`config.mk`:
```
export PLATFORM = sky130hd
export DESIGN_NAME = uart_rx_engine
export DESIGN_NICKNAME = d
export VERILOG_FILES = /design/src/rtl/uart_rx_engine.sv
export SDC_FILE = /design/constraint.sdc
export NUM_CORES = 1
export LEC_CHECK = 0
export CORE_ASPECT_RATIO = 0.8
export CORE_UTILIZATION = 52
export CTS_BUF_LIST = sky130_fd_sc_hd__clkbuf_8
export DETAILED_ROUTE_END_ITERATION = 10
export PLACE_DENSITY_LB_ADDON = 0.15
export SYNTH_ARGS = -nofsm -noshare
export SYNTH_HDL_FRONTEND = slang
export SYNTH_SLANG_ARGS = --single-unit
```
`constraint.sdc`:
```
create_clock -name clk_i -period 4.21 [get_ports clk_i]
set_input_delay 0.842 -clock clk_i [delete_from_list [all_inputs] [get_ports clk_i]]
set_output_delay 0.842 -clock clk_i [all_outputs]
set_load 0.01 [all_outputs]
```
`src/rtl/uart_rx_engine.sv`:
```
// 8N1 UART receiver that writes each received byte into a two-entry data register
// and flags it in the control register, reporting framing errors and overruns.
module uart_rx_engine #(
    parameter int CLKS_PER_BIT = 1042
) (
    input  logic        clk_i,
    input  logic        rst_n_i,
    input  logic        rx_i,
    input  logic [31:0] ctrl_i,
    output logic [31:0] data2_o,
    output logic        wr2_o,
    output logic        addr2_o,
    output logic [31:0] ctrl2_o,
    output logic        ctrl_wr2_o,
    output logic        busy_o,
    output logic        frame_err_o,
    output logic        overrun_o
);

    // state | meaning
    // IDLE  | waiting for a start edge (only once armed)
    // START | timing to mid start bit to reject glitches
    // DATA  | sampling 8 data bits at bit centres, LSB first
    // STOP  | sampling the stop bit
    // WRITE | one-cycle register write of the received byte
    typedef enum logic [2:0] {IDLE, START, DATA, STOP, WRITE} state_t;

    localparam logic [15:0] HALF_LAST = 16'(CLKS_PER_BIT / 2 - 1);
    localparam logic [15:0] BIT_LAST  = 16'(CLKS_PER_BIT - 1);

    state_t      state;
    logic        rx_meta;
    logic        rxs;
    logic [1:0]  sync_cnt;
    logic        armed;
    logic [15:0] timer;
    logic [2:0]  bit_idx;
    logic [7:0]  shift;
    logic        ptr;

    always_ff @(posedge clk_i or negedge rst_n_i) begin
        if (!rst_n_i) begin
            rx_meta  <= 1'b1;
            rxs      <= 1'b1;
            sync_cnt <= 2'd0;
        end else begin
            rx_meta <= rx_i;
            rxs     <= rx_meta;
            if (sync_cnt != 2'd2)
                sync_cnt <= sync_cnt + 2'd1;
        end
    end

    // The synchronizer's reset value of 1 must not count as a seen-idle line,
    // so arming waits until both flops hold real samples.
    always_ff @(posedge clk_i or negedge rst_n_i) begin
        if (!rst_n_i) begin
            state       <= IDLE;
            armed       <= 1'b0;
            timer       <= 16'd0;
            bit_idx     <= 3'd0;
            shift       <= 8'd0;
            ptr         <= 1'b0;
            data2_o     <= 32'd0;
            wr2_o       <= 1'b0;
            ctrl2_o     <= 32'd0;
            ctrl_wr2_o  <= 1'b0;
            frame_err_o <= 1'b0;
            overrun_o   <= 1'b0;
        end else begin
            data2_o     <= 32'd0;
            wr2_o       <= 1'b0;
            ctrl2_o     <= 32'd0;
            ctrl_wr2_o  <= 1'b0;
            frame_err_o <= 1'b0;
            overrun_o   <= 1'b0;
            if (rxs && sync_cnt == 2'd2)
                armed <= 1'b1;
            case (state)
                IDLE: begin
                    timer <= 16'd0;
                    if (armed && !rxs)
                        state <= START;
                end
                START: begin
                    if (timer == HALF_LAST) begin
                        if (rxs) begin
                            state <= IDLE;
                        end else begin
                            state   <= DATA;
                            timer   <= 16'd0;
                            bit_idx <= 3'd0;
                        end
                    end else begin
                        timer <= timer + 16'd1;
                    end
                end
                DATA: begin
                    if (timer == BIT_LAST) begin
                        shift <= {rxs, shift[7:1]};
                        timer <= 16'd0;
                        if (bit_idx == 3'd7)
                            state <= STOP;
                        else
                            bit_idx <= bit_idx + 3'd1;
                    end else begin
                        timer <= timer + 16'd1;
                    end
                end
                STOP: begin
                    if (timer == BIT_LAST) begin
                        timer <= 16'd0;
                        if (rxs) begin
                            state      <= WRITE;
                            wr2_o      <= 1'b1;
                            data2_o    <= {24'd0, shift};
                            ctrl_wr2_o <= 1'b1;
                            ctrl2_o    <= ctrl_i | 32'h0000_0002;
                            overrun_o  <= ctrl_i[1];
                        end else begin
                            state       <= IDLE;
                            frame_err_o <= 1'b1;
                            armed       <= 1'b0;
                        end
                    end else begin
                        timer <= timer + 16'd1;
                    end
                end
                WRITE: begin
                    state <= IDLE;
                    ptr   <= ~ptr;
                end
                default: state <= IDLE;
            endcase
        end
    end

    assign addr2_o = ptr;
    assign busy_o  = (state != IDLE);

endmodule

```
### Yosys cells after proc, flatten, opt, wreduce, memory -nomap -nowiden

Cells that the tools add are included.

| word-level totals | value |
|---|---|
| register bits | 103 |
| bits in latches | 0 |
| memory bits (writable) | 0 |
| ROM bits | 0 |
| input port bits | 35 |
| output and inout port bits | 70 |
| word-level logic and storage cells | 83 |
| memories | 0 |

| cells by class | value |
|---|---|
| $add $sub $neg | 3 |
| multiply operators | 0 |
| divide/modulo/power cells | 0 |
| order comparisons | 0 |
| equal/unequal tests | 17 |
| shift operators | 0 |
| mux-type cells | 36 |
| bitwise operators | 1 |
| reductions and logical operators | 12 |

Operators by type and width:

| operator | number |
|---|---|
| two-way mux 32 bit | 4 |
| two-way mux 16 bit | 3 |
| one-hot mux 16 bit (3 select lines) | 1 |
| two-way mux 3 bit | 10 |
| adder 16 x 1 -> 16 bit, second input constant | 1 |
| equality test 16 x 10 -> 1 bit, second input constant | 1 |
| equality test 16 x 11 -> 1 bit, second input constant | 1 |
| two-way mux 8 bit | 2 |
| inequality test 2 bit, second input constant | 8 |
| two-way mux 1 bit | 13 |
| one-hot mux 3 bit (4 select lines) | 1 |
| AND reduction 5 bit | 2 |
| equality test 3 x 2 -> 1 bit, second input constant | 2 |
| equality test 3 bit, second input constant | 2 |
| one-hot mux 3 bit (2 select lines) | 1 |
| nonzero test 3 bit | 2 |
| AND reduction 2 bit | 2 |
| adder 3 x 1 -> 3 bit, second input constant | 1 |
| equality test 3 x 1 -> 1 bit, second input constant | 1 |
| zero test 3 bit | 1 |
| inequality test 3 bit, second input constant | 1 |
| adder 2 x 1 -> 2 bit, second input constant | 1 |
| equality test 2 bit, second input constant | 1 |
| logical AND 1 bit | 2 |
| other kinds (5) | 5 |

### Logic depth before layout (Yosys ltp)

Gate-level depths: netlist of the first run.

| depth | value |
|---|---|
| depth after elaboration | 6 |
| depth in mapped cells | 9 |
| mapped depth without buffers | 7 |

### Worst setup path after synthesis of the first run

Ideal clock, no wire load.

| timing path | value |
|---|---|
| path type | register to register |
| from | register timer[0] |
| to | register timer[7] |
| setup time | 127 ps |
| data arrival time | 1695 ps |
| data required time | 4083 ps |
| path slack | 2388 ps |
| stages on the path, launching flop included | 10 |
| buffers on the path | 2 |
| cells stage by stage | dfrtp_1 inv_1 ha_1 nor4bb_1 nand4_1 o2bb2ai_1 buf_6 buf_4 a21oi_1 a21oi_1 |

| on the way | value |
|---|---|
| word-level cells in the longest chain between the ends | 3 |
| elaborated cells between the ends (all ways) | 8 |
| those cells by class | 1 x add/sub; 3 x eq/ne; 3 x mux; 1 x reduce/logical |

Ends and longest elaborated chain:

| item | RTL line | text |
|---|---|---|
| start: declaration | 36 | `logic [15:0] timer;` |
| start signal: assignment | 95 | `timer <= timer + 16'd1;` |
| start signal: assignment | 107 | `timer <= timer + 16'd1;` |
| start signal: assignment | 126 | `timer <= timer + 16'd1;` |
| adder 16 x 1 -> 16 bit (tied with other cells) | 95, 107, 126 |  |
| two-way mux 16 bit (tied with other cells) | 99, 111 |  |
| one-hot mux 16 bit (3 select lines) or AND reduction 2 bit (tied branches) | n/a |  |

Several ways; a longest one is shown, not always the timed one.
A chain may end at the register's enable or synchronous reset.

### Worst setup path in the final report of the first run

| timing path | value |
|---|---|
| from | register state[0] |
| to | output port busy_o |

| on the way | value |
|---|---|
| word-level cells in the longest chain between the ends | 1 |

Ends and longest elaborated chain:

| item | RTL line | text |
|---|---|---|
| start: declaration | 31 | `state_t state;` |
| start signal: assignment | 58 | `state <= IDLE;` |
| start signal: assignment | 83 | `state <= START;` |
| start signal: assignment | 88 | `state <= IDLE;` |
| nonzero test 3 bit | 139 | `assign busy_o = (state != IDLE);` |
| end: declaration | 15 | `output logic busy_o,` |

No other way between the ends.

==> results.json, run 1 <==
{
  "fillCellCount": 504,
  "syn_area_per_cell_sq_um": 11.7,
  "clk_pin_slew_worst_paths_ns": 0.08,
  "rows": 26,
  "synth.cell_area_sq_um": 3430,
  "synth_cell_types": 47,
  "vdd_drop_max_mv": 0.215,
  "yosys-mux-area-fraction_pct": 3.83,
  "core_sq_um": 6380,
  "crit_path_start_kind": "flip-flop",
  "cts_setup_buffers": 0,
  "port_buffers": 80,
  "hold_viol": 0,
  "htree_levels": 3,
  "placedCellCount": 443,
  "final_max_slew_viol_count": 0,
  "final_cell_mix": "79 x clkdlybuf4s50_1, 76 x dfrtp_1, 42 x and2_1",
  "period_share_pct": 61.2,
  "p_int_mw": 1.11,
  "status": "finished clean",
  "rsz0062_at_grt": "no",
  "drc_errors": 0,
  "fp.dieH_um": 74.7,
  "gp_congestion": 0.804,
  "cts_buffers": 9,
  "tightest_slew_ns": 0.949,
  "cp_max_fo": 12,
  "worstSetupPathType": "flip-flop to primary output",
  "yosysSeqAreaShare_pct": 57.0,
  "synthCells": 293,
  "synth_top_family_by_area": "simple AND/OR/NAND/NOR gates",
  "worst_ep_required_time_ns": 3.37,
  "rr_worst_depth": 8,
  "first_global_vias": 2022,
  "setup-tns-final_ns": 0,
  "wl_mm": 6.60,
  "initial_core_util_pct": 53.8,
  "post_cts_resized": 0,
  "dpl.hpwl_mm": 4.55,
  "ios": 105,
  "diodes": 0,
  "clock_sinks": 78,
  "grt_pass1_wl_mm": 10.1,
  "num_vias": 2363,
  "leakage_nw": 2.05,
  "setup_violations": 0,
  "globalRoute.totalOverflow": 0,
  "clk_latency_ns": 0.34,
  "grt_antenna_before_repair": 0,
  "synthAdderAreaFrac_pct": 2.19,
  "dieArea_sq_um": 6930,
  "num-nets-final": 411,
  "placed_area_sq_um": 4160,
  "synth-xor-area-share_pct": 0.511,
  "synthArstFlopShare_pct": 100,
  "switching_power_uw": 401,
  "max-cap-violations": 0,
  "clockRootBuffer": "clkbuf_8",
  "syn_to_final_growth_pct": 26.6,
  "hold_depth": 0,
  "layout_commonest_cell": "clkdlybuf4s50_1",
  "via_per_inst": 5.15,
  "sw_frac_of_total_pct": 26.6,
  "critPathCaptureType": "primary output",
  "finalCriticalPeriod_ns": 2.58,
  "cts_tree": "built",
  "wl_per_cell_um": 14.4,
  "instances_no_fill": 459,
  "max_freq_ghz": 0.388,
  "slew_headroom_pct": 36.7,
  "drt_iter0_drc": 191,
  "grtUsageTotal_pct": 19.2,
  "synthSimpleGateAreaFrac_pct": 20.7,
  "ys_ff_latch": 78,
  "hold_buffers": 0,
  "cts_buffer_depth": 2,
  "final.setup_skew_ns": 0.00963,
  "power_density_nw_per_um2": 347,
  "arrival_ns": 1.74,
  "die_w_um": 92.8,
  "grt_max_degree": 79,
  "pwr-share-comb_pct": 11.7,
  "antenna_left": 0,
  "synth_edf_count": 0,
  "min_path_type": "flip-flop to flip-flop",
  "final_area_sq_um": 4340,
  "synth_compound_gate_area_share_pct": 7.22,
  "pwr-share-clk_pct": 33.9,
  "synthFlopType": "dfrtp_1",
  "power.share.sequential_pct": 54.4,
  "yosys_warnings": 0,
  "drive_above_1_share_pct": 10.4,
  "first_pass_iters": 4
}
-- critical path, stage by stage (launching register included) --
cell and delay, ns:
dfrtp_1 0.51, or3_1 0.39, clkdlybuf4s50_1 0.50
-- cell usage after synthesis (3+ instances only) --
cell	count	area (sq um)
and3_1	6	37.5
nand3_1	11	55.1
clkbuf_2	3	15.0
nand4_1	3	18.8
mux2_2	9	101
buf_4	27	203
and4_1	3	26.3
nand2b_1	3	18.8
buf_2	4	20.0
a31oi_1	7	43.8
inv_1	6	22.5
nor2_1	8	30.0
o21ai_0	5	25.0
mux2i_1	3	30.0
ha_1	6	75.1
nand2_1	19	71.3
a41oi_1	4	35.0
a21oi_1	11	55.1
and2_1	42	263
dfrtp_1	76	1900
-- final timing paths --
path	slack [ns]	endpoint	start
worst max-delay path	1.63	busy_o	state[0]
min in group asynchronous	0.64	ctrl2_o[16]	rst_n_i
max in group asynchronous	2.95	timer[6]	rst_n_i
worst min-delay path	0.36	rxs	rx_meta
worst min register to register	0.36	rxs	rx_meta
worst max register to register	2.02	timer[4]	timer[0]
-- logic make-up (layout without fill, tap and decap cells) --
| kind of cell | Yosys count | after routing |
|---|---|---|
| simple gates | 114 | 114 |
| flops | 78 | 78 |
| buf+inv | 44 | 103 |
| compound gates | 36 | 36 |
| mux | 12 | 12 |
| fa+ha+maj | 6 | 6 |
| xor+xnor | 2 | 2 |
| other cells | 1 | 24 |
-- registers in the layout, summed over array words and instances (netlist names), 2 cells and up --
signal	flops
bit_idx	3
shift	8
sync_cnt	2
data2_o	8
state	3
ctrl2_o	31
timer	16
-- final cells by class --
type | count | area, sq um | area share (%)
Clock buffer | 11 | 151 | 3.49
Tap cell | 84 | 105 | 2.42
Inverter | 6 | 22.5 | 0.519
Clock inverter | 5 | 31.3 | 0.720
Sequential cell | 78 | 1950 | 45.0
Timing Repair Buffer | 81 | 806 | 18.6
Multi-Input combinational cell | 194 | 1270 | 29.3
-- power by group through the flow --
stage	registers (mW)	logic (mW)	clock network (mW)
final	0.821	0.177	0.511
after global routing	0.826	0.199	0.559
after CTS	0.820	0.179	0.534
after detailed placement	0.835	0.178	0
after global placement	0.832	0.174	0
after floorplan	0.821	0.137	0
-- metal layers --
| metal | track usage, % | part of all wire [%] | routed length [um] | vias up |
|---|---|---|---|---|
| met4 | 6.15 | 0.56 | 37 | 0 |
| met5 | 0 | 0 | 0 | - |
| met2 | 30.6 | 48 | 3160 | 84 |
| met3 | 4.65 | 5.7 | 373 | 4 |
| li1 | - | - | - | 1109 |
| met1 | 26.6 | 46 | 3030 | 1166 |
-- stage by stage --
| step | worst slack, ns | hold slack (ns) | total power, mW | utilization [%] |
|---|---|---|---|---|
| floorplan | 2.39 | 0.345 | 0.958 | - |
| global placement | 2.03 | 0.346 | 1.01 | 65.2 |
| detailed placement | 2.02 | 0.347 | 1.01 | 65.2 |
| CTS | 1.62 | 0.359 | 1.53 | 68.1 |
| global route | 1.54 | 0.368 | 1.58 | 68.1 |
| finish | 1.63 | 0.357 | 1.51 | 68.1 |
Power figures use the tool's default switching activity.
==> inputs of run 2 (changes only) <==
- CORE_UTILIZATION: 52 -> 48
- clock period: 4.21 -> 2.5 ns (I/O delays scaled with it)
==> run 2 against run 1 <==
  * Global-route usage is 1.3 points lower
  * Non-clock buffer count is 4 higher
  * Sequential cell count stayed put
  * Critical path depth stayed put
  * Via count is 1.8% lower
  * Critical endpoint unchanged
  * Largest cell class unchanged
  * First-iteration DRC count is 39% lower
  * Sequential share of layout area is 1.0 points lower
  * Register-to-register slack worse by 1.7 ns
  * Worst hold slack worse by 0.27 ns
  * Die area is 8.1% higher
==> results.json, run 2 (same netlist as run 1, synthesis figures left out) <==
{
  "status": "finished clean",
  "power.share.sequential_pct": 50.8,
  "layout_commonest_cell": "clkdlybuf4s50_1",
  "htree_levels": 3,
  "grtUsageTotal_pct": 17.9,
  "crit_path_start_kind": "flip-flop",
  "pwr-share-comb_pct": 11.4,
  "setup-tns-final_ns": 0,
  "first_pass_iters": 4,
  "wl_per_cell_um": 13.6,
  "switching_power_uw": 697,
  "cp_max_fo": 9,
  "tightest_slew_ns": 0.541,
  "fillCellCount": 543,
  "first_global_vias": 2140,
  "min_path_type": "primary input to asynchronous set/reset pin",
  "gp_congestion": 0.810,
  "antenna_left": 0,
  "rsz0062_at_grt": "no",
  "drive_above_1_share_pct": 11.1,
  "top_register": "ctrl2_o",
  "grt_max_degree": 46,
  "arrival_ns": 1.74,
  "clockRootBuffer": "clkbuf_8",
  "rows": 27,
  "sw_frac_of_total_pct": 25.6,
  "vdd_drop_max_mv": 0.591,
  "cts_buffer_depth": 2,
  "cts_buffers": 9,
  "worstPathCellList": "or3_1, clkdlybuf4s50_1",
  "via_per_inst": 4.98,
  "power_density_nw_per_um2": 613,
  "dpl.hpwl_mm": 4.42,
  "syn_to_final_growth_pct": 29.5,
  "globalRoute.totalOverflow": 0,
  "grt_pass1_wl_mm": 10.1,
  "hold_viol": 0,
  "setup_violations": 0,
  "fp.dieH_um": 77.6,
  "worst_ep_required_time_ns": 2.00,
  "num-nets-final": 415,
  "setup_slack_ns": 0.260,
  "drt_iter0_drc": 117,
  "cpPeakStageDelay_ns": 0.51,
  "worstSetupPathType": "flip-flop to primary output",
  "slowest_stage": "clkdlybuf4s50_1",
  "clock_sinks": 78,
  "p_int_mw": 2.03,
  "wl_mm": 6.34,
  "max-cap-violations": 0,
  "drc_errors": 0,
  "die_w_um": 96.5,
  "post_cts_resized": 0,
  "diodes": 0,
  "initial_core_util_pct": 49.8,
  "core_sq_um": 6890,
  "fin_util_pct": 64.5,
  "period_share_pct": 89.6,
  "largest_reg_flops": 31,
  "port_buffers": 80,
  "finalCriticalPeriod_ns": 2.24,
  "multiInputGateArea_sq_um": 1270,
  "clk_latency_ns": 0.34,
  "num_vias": 2321,
  "post-place-ws_ns": 0.397,
  "final_max_slew_viol_count": 0,
  "register_area_sq_um": 1950,
  "top_regs": "ctrl2_o (31), timer (16)",
  "hold_buffers": 0,
  "whs_ns": 0.0864,
  "ios": 105,
  "leakage_nw": 2.10,
  "clk_pin_slew_worst_paths_ns": 0.08,
  "max_freq_ghz": 0.446,
  "dieArea_sq_um": 7490,
  "pwr-share-clk_pct": 37.8,
  "cts_tree": "built",
  "grt_antenna_before_repair": 0,
  "slew_headroom_pct": 63.9,
  "rr_worst_depth": 8,
  "cts_setup_buffers": 0,
  "critPathCaptureType": "primary output",
  "final.setup_skew_ns": 0.00744,
  "final_cell_mix": "79 x clkdlybuf4s50_1, 76 x dfrtp_1, 42 x and2_1"
}
==> run 2: path summary, 6_finish.rpt <==
check	to	slack, ns	from
max	busy_o	0.26	state[2]
min	ctrl2_o[23]	0.09	rst_n_i
max reg2reg	timer[10]	0.32	timer[1]
min reg2reg	rxs	0.36	rx_meta
max in group asynchronous	rx_meta	1.77	rst_n_i
min in group clk_i	rxs	0.36	rx_meta
==> run 2: through the flow <==
stage               power [mW]  instances  area, sq um
global route              2.86        466         4440
finish                    2.72        466         4440
detailed placement        1.72        450         4220
global placement          1.71        450         4220
floorplan                 1.61        316         3520
CTS                       2.76        466         4440
==> run 2: power groups by stage <==
stage / clock network, mW / registers (mW) / logic, mW
final: 1.03 / 1.38 / 0.311
after global routing: 1.12 / 1.39 / 0.355
after CTS: 1.07 / 1.38 / 0.315
after detailed placement: 0 / 1.41 / 0.312
after global placement: 0 / 1.40 / 0.307
after floorplan: 0 / 1.38 / 0.231
==> run 2: cell type report <==
class	count	area share, %
clock buffer	9	2.79
clock inverter	7	2.23
inverter	6	0.507
multi-input combinational	194	28.6
sequential	78	44.0
tap	87	2.45
timing repair buffer	85	19.4
==> run 2: routing by layer <==
metal  vias to the layer above  GRT usage (%)  share of wire, %
li1                       1118              -                 -
met1                      1092           25.2                48
met2                       105           26.1                43
met3                         6           5.69               8.8
met4                         0           5.88              0.65
met5                         -              0                 0
==> run 2: worst max-delay path: cells and delay by family (launching register included) <==
| family | cells | cell delay (ns) |
|---|---|---|
| AND/OR/NAND/NOR | 1 | 0.42 |
| flip-flops | 1 | 0.48 |
| buffers and inverters | 1 | 0.51 |
==> inputs of run 3 (changes only) <==
- REMOVE_ABC_BUFFERS: not set -> 1
==> run 3 against run 2 <==
  * Non-clock buffer count increased by 4
  * Worst hold slack better by 0.058 ns
  * Cell count rose by 0.86%
  * Critical path type unchanged
  * Global-route usage rose by 0.27 points
  * Clock skew up 0.0041 ns
  * Sequential cell count stayed put
  * Register-to-register slack about the same
  * Worst setup slack worse by 0.060 ns
==> results.json, run 3 (same netlist as run 1, synthesis figures left out) <==
{
  "worstReg2RegStart": "timer[0]",
  "grtUsageTotal_pct": 18.2,
  "crit_buf_inv": 2,
  "core_sq_um": 6890,
  "rr_worst_depth": 7,
  "drive_above_1_share_pct": 12.3,
  "dpl.hpwl_mm": 4.51,
  "placed_area_sq_um": 4240,
  "switching_power_uw": 703,
  "clockRootBuffer": "clkbuf_8",
  "clk_latency_ns": 0.34,
  "power_density_nw_per_um2": 592,
  "setup_violations": 0,
  "rows": 27,
  "htree_levels": 3,
  "first_global_vias": 2159,
  "final_max_slew_viol_count": 0,
  "leakage_nw": 2.09,
  "whs_ns": 0.144,
  "grt_pass1_wl_mm": 10.3,
  "fp.dieH_um": 77.6,
  "rsz0062_at_grt": "no",
  "setup-tns-final_ns": 0,
  "finalCriticalPeriod_ns": 2.30,
  "tightest_slew_ns": 0.603,
  "cts_buffer_depth": 2,
  "timing.rr.end": "timer[4]",
  "hold_buffers": 0,
  "sw_frac_of_total_pct": 26.7,
  "syn_to_final_growth_pct": 29.4,
  "critPathLaunch": "state[2]",
  "instances_no_fill": 470,
  "post-place-ws_ns": 0.137,
  "status": "finished clean",
  "placedCellCount": 454,
  "diodes": 0,
  "pwr-share-comb_pct": 12.2,
  "cpPeakStageDelay_ns": 0.49,
  "period_share_pct": 92.0,
  "drc_errors": 0,
  "cts_buffers": 9,
  "pwr-share-clk_pct": 35.0,
  "fin_util_pct": 64.4,
  "top_regs": "ctrl2_o (31), timer (16)",
  "reg2reg_slack_ns": 0.33,
  "wl_per_cell_um": 13.5,
  "gp_congestion": 0.814,
  "num-nets-final": 419,
  "top_register": "ctrl2_o",
  "clock_sinks": 78,
  "p_int_mw": 1.93,
  "final_cell_mix": "79 x clkdlybuf4s50_1, 76 x dfrtp_1, 42 x and2_1",
  "antenna_left": 0,
  "slew_headroom_pct": 59.6,
  "max_freq_ghz": 0.435,
  "layout_commonest_cell": "clkdlybuf4s50_1",
  "initial_core_util_pct": 49.8,
  "grt_max_degree": 47,
  "power_mw": 2.63,
  "drt_iter0_drc": 55,
  "worstSetupPathType": "flip-flop to primary output",
  "path_delay_family": "buffers and inverters",
  "worstPathCellList": "buf_4, or3_1, clkdlybuf4s50_1",
  "ios": 105,
  "max-cap-violations": 0,
  "power.share.sequential_pct": 52.8,
  "worst_ep_required_time_ns": 2.00,
  "num_vias": 2361,
  "crit_path_start_kind": "flip-flop",
  "dieArea_sq_um": 7490,
  "setup_slack_ns": 0.200,
  "cts_setup_buffers": 0,
  "cts_tree": "built",
  "final_area_sq_um": 4440,
  "wl_mm": 6.34,
  "critPathCaptureType": "primary output",
  "hold_viol": 0,
  "vdd_drop_max_mv": 0.278,
  "clk_pin_slew_worst_paths_ns": 0.08,
  "via_per_inst": 5.02,
  "final.setup_skew_ns": 0.0116,
  "grt_antenna_before_repair": 0,
  "min_path_type": "primary input to asynchronous set/reset pin",
  "slowest_stage": "clkdlybuf4s50_1",
  "globalRoute.totalOverflow": 0,
  "largest_reg_flops": 31,
  "port_buffers": 80,
  "arrival_ns": 1.80,
  "cp_max_fo": 8,
  "die_w_um": 96.5,
  "first_pass_iters": 4
}
[run 3: layout make-up]
type | count | area [sq um]
Sequential cell | 78 | 1950
Clock inverter | 7 | 73.8
Tap cell | 87 | 109
Inverter | 6 | 22.5
Multi-Input combinational cell | 194 | 1280
Clock buffer | 9 | 124
Fill cell | 556 | 2450
Timing Repair Buffer | 89 | 878
[run 3: power by group through the flow]
stage | Combinational, mW | Clock [mW] | Sequential [mW]
floorplan | 0.183 | 0 | 1.39
global placement | 0.306 | 0 | 1.41
detailed placement | 0.320 | 0 | 1.41
CTS | 0.320 | 0.950 | 1.39
global route | 0.357 | 1.01 | 1.40
finish | 0.319 | 0.921 | 1.39
[run 3: metal layers]
layer  up-vias  global-route usage (%)  wire [um]
li1       1128                       -          -
met1      1133                    24.9       2940
met4         0                    5.44         65
met5         -                       0          0
met3         8                    6.37        533
met2        92                    27.1       2800
[run 3: worst max-delay path by stage]
stage / to / slack [ns] / cells after the start
4_1_cts: timer[13] / 0.12 / 7
6_report: busy_o / 0.20 / 3
2_1_floorplan: timer[5] / -0.08 / 6
5_1_grt: busy_o / 0.13 / 3
3_3_place_gp: timer[13] / 0.21 / 7
3_5_place_dp: timer[13] / 0.14 / 7
[run 3: timing repair]
item | in CTS | in global routing
hold endpoints to repair | 0 | 0
setup endpoints to repair | 0 | 5
resized for setup | 0 | 1
